`config.mk`:
```
export PLATFORM = sky130hd
export DESIGN_NAME = jtdsp16_aau_gen
export DESIGN_NICKNAME = d
export VERILOG_FILES = /design/src/rtl/jtdsp16_aau_gen.sv
export SDC_FILE = /design/constraint.sdc
export NUM_CORES = 1
export LEC_CHECK = 0
export CAP_MARGIN = 20
export CORE_MARGIN = 5
export CORE_UTILIZATION = 55
export CTS_BUF_LIST = sky130_fd_sc_hd__clkbuf_8 sky130_fd_sc_hd__clkbuf_16
export DETAILED_ROUTE_END_ITERATION = 12
export PLACE_DENSITY = 0.77
export SYNTH_ARGS = -nofsm -noshare
export SYNTH_HDL_FRONTEND = slang
export SYNTH_SLANG_ARGS = --single-unit
```
`constraint.sdc`:
```
create_clock -name clk -period 10.68 [get_ports clk]
set_input_delay 2.136 -clock clk [delete_from_list [all_inputs] [get_ports clk]]
set_output_delay 2.136 -clock clk [all_outputs]
set_load 0.05 [all_outputs]
```
`src/rtl/jtdsp16_aau_gen.sv`:
```
// jtdsp16_aau_gen: parametrised RAM address arithmetic unit.
// Holds NPTR pointer registers plus the j/k step and rb/re circular-limit
// registers. It drives the RAM address from the selected pointer and
// post-modifies that pointer linearly, circularly or in bit-reversed order.
// Ports:
//   clk, rst, cen         clock, sync active-high reset, clock enable
//   reg_sel               register select (pointers, then j, k, rb, re)
//   ptr_sel               pointer used for ram_addr and post-modify
//   inc_sel, step_sel,    step selection (unit step or j/k)
//   ksel, brev_en
//   *_load, post_load     load strobes and post-modify strobe
//   wrap_clr              clear the sticky wrap flag
//   short_imm, long_imm,  load sources
//   acc, ram_dout
//   reg_dout              contents of reg_sel (combinational)
//   ram_addr              low AW bits of pointer ptr_sel (combinational)
//   wrap                  sticky circular-wrap flag
module jtdsp16_aau_gen #(
    parameter int DW   = 16,
    parameter int AW   = 11,
    parameter int NPTR = 4,
    parameter int PW   = $clog2(NPTR),
    parameter int RW   = $clog2(NPTR + 4)
) (
    input  logic          clk,
    input  logic          rst,
    input  logic          cen,
    input  logic [RW-1:0] reg_sel,
    input  logic [PW-1:0] ptr_sel,
    input  logic [1:0]    inc_sel,
    input  logic          step_sel,
    input  logic          ksel,
    input  logic          brev_en,
    input  logic          short_load,
    input  logic          long_load,
    input  logic          acc_load,
    input  logic          ram_load,
    input  logic          post_load,
    input  logic          wrap_clr,
    input  logic [8:0]    short_imm,
    input  logic [DW-1:0] long_imm,
    input  logic [DW-1:0] acc,
    input  logic [DW-1:0] ram_dout,
    output logic [DW-1:0] reg_dout,
    output logic [AW-1:0] ram_addr,
    output logic          wrap
);

    logic [DW-1:0] ptr [NPTR];
    logic [DW-1:0] j, k, rb, re;

    logic          sel_ptr, sel_j, sel_k, sel_rb, sel_re;
    logic          load_en, post_commit, wrap_evt;
    logic [DW-1:0] ld_val, unit, step, cur, nxt;
    logic [AW-1:0] brev_sum;

    function automatic logic [AW-1:0] rev(input logic [AW-1:0] v);
        logic [AW-1:0] r;
        r = '0;
        for (int unsigned i = 0; i < AW; i++) r[i] = v[AW-1-i];
        return r;
    endfunction

    // register select decode
    always_comb begin
        sel_ptr = int'(reg_sel) < NPTR;
        sel_j   = int'(reg_sel) == NPTR;
        sel_k   = int'(reg_sel) == NPTR + 1;
        sel_rb  = int'(reg_sel) == NPTR + 2;
        sel_re  = int'(reg_sel) == NPTR + 3;
    end

    always_comb begin
        reg_dout = '0;
        if (sel_ptr)     reg_dout = ptr[reg_sel[PW-1:0]];
        else if (sel_j)  reg_dout = j;
        else if (sel_k)  reg_dout = k;
        else if (sel_rb) reg_dout = rb;
        else if (sel_re) reg_dout = re;
    end

    assign ram_addr = ptr[ptr_sel][AW-1:0];

    // load source mux; rb/re are unsigned limits, so short loads zero-extend
    always_comb begin
        if (long_load)               ld_val = long_imm;
        else if (acc_load)           ld_val = acc;
        else if (ram_load)           ld_val = ram_dout;
        else if (sel_rb || sel_re)   ld_val = DW'(short_imm);
        else                         ld_val = DW'($signed(short_imm));
    end

    assign load_en = (long_load | acc_load | ram_load | short_load) &
                     (sel_ptr | sel_j | sel_k | sel_rb | sel_re);

    // a load into the pointer being post-modified overrides the post-modify
    assign post_commit = post_load &
                         ~(load_en & sel_ptr & (reg_sel[PW-1:0] == ptr_sel));

    always_comb begin
        case (inc_sel)
            2'd0:    unit = '1;
            2'd1:    unit = '0;
            2'd2:    unit = DW'(1);
            default: unit = DW'(2);
        endcase
        step = step_sel ? (ksel ? k : j) : unit;
    end

    always_comb begin
        cur      = ptr[ptr_sel];
        brev_sum = rev(rev(cur[AW-1:0]) + rev(step[AW-1:0]));
        wrap_evt = 1'b0;
        nxt      = cur + step;
        if (brev_en) begin
            nxt           = cur;
            nxt[AW-1:0]   = brev_sum;
        end else if (re != '0) begin
            if (!step[DW-1] && cur == re) begin
                nxt      = rb;
                wrap_evt = 1'b1;
            end else if (step[DW-1] && cur == rb) begin
                nxt      = re;
                wrap_evt = 1'b1;
            end
        end
    end

    always_ff @(posedge clk) begin
        if (rst) begin
            for (int unsigned i = 0; i < NPTR; i++) ptr[i] <= '0;
            j    <= '0;
            k    <= '0;
            rb   <= '0;
            re   <= '0;
            wrap <= 1'b0;
        end else if (cen) begin
            if (post_commit) ptr[ptr_sel] <= nxt;
            if (load_en) begin
                if (sel_ptr)     ptr[reg_sel[PW-1:0]] <= ld_val;
                else if (sel_j)  j  <= ld_val;
                else if (sel_k)  k  <= ld_val;
                else if (sel_rb) rb <= ld_val;
                else if (sel_re) re <= ld_val;
            end
            // set has priority over clear
            if (post_commit && wrap_evt) wrap <= 1'b1;
            else if (wrap_clr)           wrap <= 1'b0;
        end
    end

endmodule

```
==> results of run 1 <==
[layer usage]
| layer | part of all wire [%] | GRT usage [%] | vias to the layer above |
|---|---|---|---|
| li1 | - | - | 3555 |
| met1 | 39 | 38.9 | 3816 |
| met2 | 45 | 43.9 | 648 |
| met3 | 12 | 4.45 | 92 |
| met4 | 3.5 | 9.98 | 0 |
| met5 | 0 | 0 | - |
[worst max-delay path by stage]
stage / start / endpoint
global placement: step_sel / ptr[0][0]
finish: reg_sel[1] / reg_dout[7]
CTS: reg_sel[1] / reg_dout[7]
floorplan: reg_sel[0] / reg_dout[0]
detailed placement: step_sel / ptr[0][0]
global route: ptr_sel[0] / ram_addr[7]
[registers in the layout, summed over array words and instances (netlist names)]
register	count
ptr	64
j	16
k	16
wrap	1
re	16
rb	16
[worst min-delay path, delay by kind of cell (launching register included)]
family	cells	cell delay (ns)
flops	1	0.32
simple gates	1	0.10
compound gates	1	0.05
[cells in the final DEF, fill, tap and decap left out, types with 21 or more instances in the layout]
master	netlist	routed
edfxtp_1	64	64
xor2_1	21	21
o22ai_1	45	45
nand2_1	38	38
dfxtp_1	65	65
a21oi_1	56	56
nor2_1	112	111
mux2i_1	59	59
mux4_2	43	43
xnor2_1	30	30
clkdlybuf4s50_1	0	100
a211oi_1	65	65
[kinds of logic after synthesis]
kind of cell,synth area share [%]
AO/OA/AOI/OAI,20.1
adder cells (fa/ha/maj),2.93
XOR/XNOR,4.94
multiplexers,21.2
buffers and inverters,4.66
AND/OR/NAND/NOR,10.6
flip-flops,35.6
[area by class of cell]
cell class                      count  area share, %
Sequential cell                   129           29.9
Multi-Input combinational cell    663           50.3
Clock buffer                       22           4.90
Tap cell                          216           2.51
Timing Repair Buffer              118           10.7
Inverter                           17          0.592
Clock inverter                     10           1.10
[power breakdown]
group	internal [uW]	total [uW]	switching, uW
Combinational	160	405	245
Sequential	545	564	19.5
Clock	399	627	228
Total	1100	1600	493
[through the flow]
stage,utilization (%),area [um2]
3_5_place_dp,63.3,10100
4_1_cts,67.4,10800
3_3_place_gp,63.2,10100
5_1_grt,67.4,10800
2_1_floorplan,-,9050
6_report,67.4,10800
==> flow_summary.json, run 1 <==
{
  "min_path_type": "reg2reg",
  "fillers": 1242,
  "path_max_fanout": 42,
  "viasPerCell": 6.90,
  "hold_end": "k[14]",
  "start_util_pct": 56.6,
  "report.power.total_uw": 1600,
  "rsz0062_at_grt": "false",
  "clk_latency_ns": 0.42,
  "cts_tree": "yes",
  "cts_buffer_depth": 2,
  "grt_pass1_vias": 7558,
  "cpPeakStageDelay_ns": 0.78,
  "dp.final_hpwl_mm": 19.6,
  "async_flop_share_pct": 0,
  "critPathRequiredTime_ns": 8.54,
  "yosys_warnings": 0,
  "crit_buf_inv": 2,
  "finalWorstSetupSlack_ns": 3.97,
  "setup_tns_ns": 0,
  "synth_area_leader_cell": "edfxtp_1",
  "finalCritPeriodShare_pct": 62.8,
  "hold_viol_final": 0,
  "cp-end-kind": "output pin",
  "cp.depth": 4,
  "ir_drop_v": 0.000123,
  "reg2reg_from": "ptr[2][11]",
  "antenna_found_initial": 0,
  "overflow": 0,
  "seqCellArea_um2": 3220,
  "p_leak_uw": 0.00393,
  "synth_edf_count": 64,
  "ant_nets": 0,
  "ys.flop_type": "dfxtp_1",
  "timing.hold.ws_ns": 0.516,
  "synth_seq_area_share_pct": 35.6,
  "area_delta_synth_final_pct": 19.1,
  "min_from": "k[14]",
  "power_density_nw_per_um2": 148,
  "fin_cells": 1175,
  "wirelength_mm": 27.7,
  "rows": 46,
  "gp_congestion": 0.973,
  "worstReg2RegEnd": "ptr[3][4]",
  "ctsHoldBuffers": 0,
  "grt_max_degree": 74,
  "dieArea_um2": 19100,
  "ys_ff_latch": 129,
  "detail_route.first_pass.iterations": 6,
  "r2r_cells": 9,
  "period_minus_slack_ns": 6.71,
  "syn_nets": 984,
  "reg2reg_slack_ns": 6.69,
  "syn_inst": 888,
  "fmax_mhz": 149,
  "dp_cells": 1143,
  "cp_top_family": "buffers and inverters",
  "grt_first_pass_wirelength_mm": 42.4,
  "cts_setup_buffers": 0,
  "clkTransAtPathRegs_ns": 0.06,
  "timing.slew.headroom_pct": 27.6,
  "start_kind": "primary input",
  "max_cap_viol_count": 0,
  "finalMaxSlewViolations": 0,
  "multiInputGateArea_um2": 5430,
  "root_buffer": "clkbuf_16",
  "final_net_count": 1042,
  "cts_resized": 0,
  "drt_iter0_drc": 1187,
  "vias": 8111,
  "layout-drive-gt1-share_pct": 14.3,
  "syn-cell-area_um2": 9050,
  "crit_slowest_cell": "buf_2",
  "synth_area_leaders": "edfxtp_1 21%, dfxtp_1 14%, mux4_2 11%, mux2i_1 6.5%, a211oi_1 5.4%",
  "post-place-ws_ns": 3.91,
  "io_pins": 104,
  "die_w_um": 138,
  "cts_buffers": 17,
  "diodes": 0,
  "fin_skew_ns": 0.0142,
  "setup_viol_count_final": 0,
  "numPortBuffers": 103,
  "tightest_slew_ns": 1.08,
  "drcViolationCount": 0,
  "whs_path_depth": 2,
  "arrival_ns": 4.58,
  "grt_use_total_pct": 27.8,
  "wl_per_cell_um": 23.5,
  "synth_top_area_share_pct": 21.2,
  "critical_path_class": "in2out",
  "fp.dieH_um": 138,
  "core_area_um2": 16000,
  "synth_cell_type_count": 72,
  "avgSynthCellArea_um2": 10.2,
  "cts_htree_levels": 4,
  "status": "complete, no violations",
  "critical_path.cell_chain": "buf_2 -> mux4_2 -> mux2_2 -> clkdlybuf4s50_1",
  "synthTopCellsByCount": "112 x nor2_1, 65 x a211oi_1, 65 x dfxtp_1",
  "synth.most_common_cell": "nor2_1",
  "clock-sinks": 129
}
No activity file was read; power rests on OpenSTA's default activity.
==> run 2, diff against run 1 <==
clock period = 6.6 ns   (was 10.68 ns; I/O delays follow)
==> flow_summary.json, run 2 (synthesized netlist as in run 1, its figures left out) <==
{
  "mostFrequentLayoutCell": "nor2_1",
  "cp_top_family": "compound AO/OA/AOI/OAI gates",
  "layout-drive-gt1-share_pct": 15.6,
  "rsz0062_at_grt": "false",
  "crit_slowest_cell": "clkdlybuf4s50_1",
  "p_comb_share_pct": 25.7,
  "numPortBuffers": 103,
  "power_density_nw_per_um2": 234,
  "cts_buffer_depth": 2,
  "timing.slew.headroom_pct": 30.3,
  "detail_route.first_pass.iterations": 5,
  "p_leak_uw": 0.00398,
  "report.power.total_uw": 2540,
  "layout_common_cells": "111 x nor2_1, 100 x clkdlybuf4s50_1, 65 x a211oi_1, 65 x dfxtp_1, 64 x edfxtp_1",
  "tightest_slew_ns": 1.05,
  "fin_skew_ns": 0.0113,
  "start_util_pct": 56.6,
  "fmax_mhz": 179,
  "final_core_util_pct": 67.8,
  "grt_first_pass_wirelength_mm": 45.9,
  "overflow": 0,
  "start_kind": "primary input",
  "crit_buf_inv": 2,
  "core_area_um2": 16000,
  "use_met3_pct": 8.21,
  "critical_path.cell_chain": "clkdlybuf4s50_1 -> buf_4 -> mux4_2 -> ha_1 -> a21o_1 -> a21oi_1 -> a21oi_1 -> o311ai_0 -> a21boi_0 -> o21ai_0 -> nand3_1 -> o221ai_1 -> o22ai_1",
  "arrival_ns": 5.74,
  "finalCritPeriodShare_pct": 84.8,
  "min_path_type": "reg2reg",
  "cpPeakStageDelay_ns": 0.82,
  "die_w_um": 138,
  "p_seq_share_pct": 36.0,
  "cts_htree_levels": 4,
  "cts_tree": "yes",
  "intPower_uw": 1680,
  "cts_setup_buffers": 0,
  "final_net_count": 1056,
  "cts_buffers": 17,
  "clk_latency_ns": 0.44,
  "diodes": 0,
  "area_delta_synth_final_pct": 19.9,
  "switchingPower_uw": 863,
  "clkTransAtPathRegs_ns": 0.07,
  "vias": 8232,
  "critPathRequiredTime_ns": 6.74,
  "clock_power_share_pct": 38.3,
  "path_max_fanout": 16,
  "gp_congestion": 0.986,
  "viasPerCell": 6.92,
  "status": "complete, no violations",
  "largest_reg_flops": 64,
  "rows": 46,
  "ant_nets": 0,
  "grt_pass1_vias": 8071,
  "finalMaxSlewViolations": 0,
  "globalRoute.busiestLayer": "met2",
  "cts_resized": 0,
  "wl_per_cell_um": 25.0,
  "clock-sinks": 129,
  "cp-end-kind": "flop",
  "hold_viol_final": 0,
  "use_met2_pct": 48.0,
  "root_buffer": "clkbuf_16",
  "critical_path_class": "in2reg",
  "fillers": 1274,
  "dp.final_hpwl_mm": 21.1,
  "ir_drop_v": 0.000186,
  "io_pins": 104,
  "dieArea_um2": 19100,
  "ctsHoldBuffers": 0,
  "wirelength_mm": 29.8,
  "max_cap_viol_count": 0,
  "setup_tns_ns": 0,
  "setup_viol_count_final": 0,
  "drt_iter0_drc": 1206,
  "drcViolationCount": 0,
  "fp.dieH_um": 138,
  "critPathMostFrequentCell": "a21oi_1",
  "switching_share_pct": 34.0,
  "grt_use_total_pct": 30.5,
  "period_minus_slack_ns": 5.60,
  "antenna_found_initial": 0,
  "gr-usage-met1_pct": 39.5,
  "regMostFlops": "ptr",
  "grt_max_degree": 73
}
## run 2: changes by cell type in the layout (fill, tap and decap cells not counted), sizes merged
cell,previous run,this run
buf,18,32
bufinv,2,0
clkbuf,22,18
clkinvlp,3,1
inv,20,28
## run 2: per-stage QoR
step | cells | instance area (um2) | worst slack, ns | hold slack (ns)
floorplan | 888 | 9050 | 1.68 | 0.487
global placement | 1156 | 10200 | 0.746 | 0.496
detailed placement | 1156 | 10200 | 0.717 | 0.507
CTS | 1188 | 10800 | 1.09 | 0.518
global route | 1189 | 10800 | 0.795 | 0.540
finish | 1189 | 10800 | 1.00 | 0.513
## run 2: cell type report
| class | count | area (um2) | area share, % |
|---|---|---|---|
| flip-flops and latches | 129 | 3220 | 29.7 |
| multi-input cells | 663 | 5430 | 50.1 |
| inverters | 17 | 63.8 | 0.588 |
| clock inverters | 14 | 154 | 1.42 |
| repair buffers | 132 | 1250 | 11.6 |
| well taps | 216 | 270 | 2.49 |
| clock buffers | 18 | 450 | 4.15 |
## run 2: worst min-delay path, cell delays in order, from the launching register on
cell	delay (ns)
dfxtp_1	0.32
nor2_1	0.10
a211oi_1	0.05
## run 2: worst paths after layout
path | slack, ns | from | end | cells after the start
worst max-delay path | 1.00 | ptr_sel[0] | ptr[3][15] | 13
worst min-delay path | 0.51 | j[0] | j[0] | 2
worst max register to register | 2.67 | ptr[0][0] | ptr[0][14] | 12
worst min register to register | 0.51 | j[0] | j[0] | 2
## run 2: layer usage
layer,vias up,part of all wire (%)
met5,-,0
met4,0,4.3
met3,109,13
met2,676,45
met1,3869,38
li1,3578,-
## run 2: power groups by stage
stage | clock network (uW) | logic [uW] | registers, uW
6_report | 971 | 653 | 914
5_1_grt | 1010 | 693 | 915
4_1_cts | 971 | 640 | 911
3_5_place_dp | 0 | 636 | 928
3_3_place_gp | 0 | 630 | 924
2_1_floorplan | 0 | 446 | 915
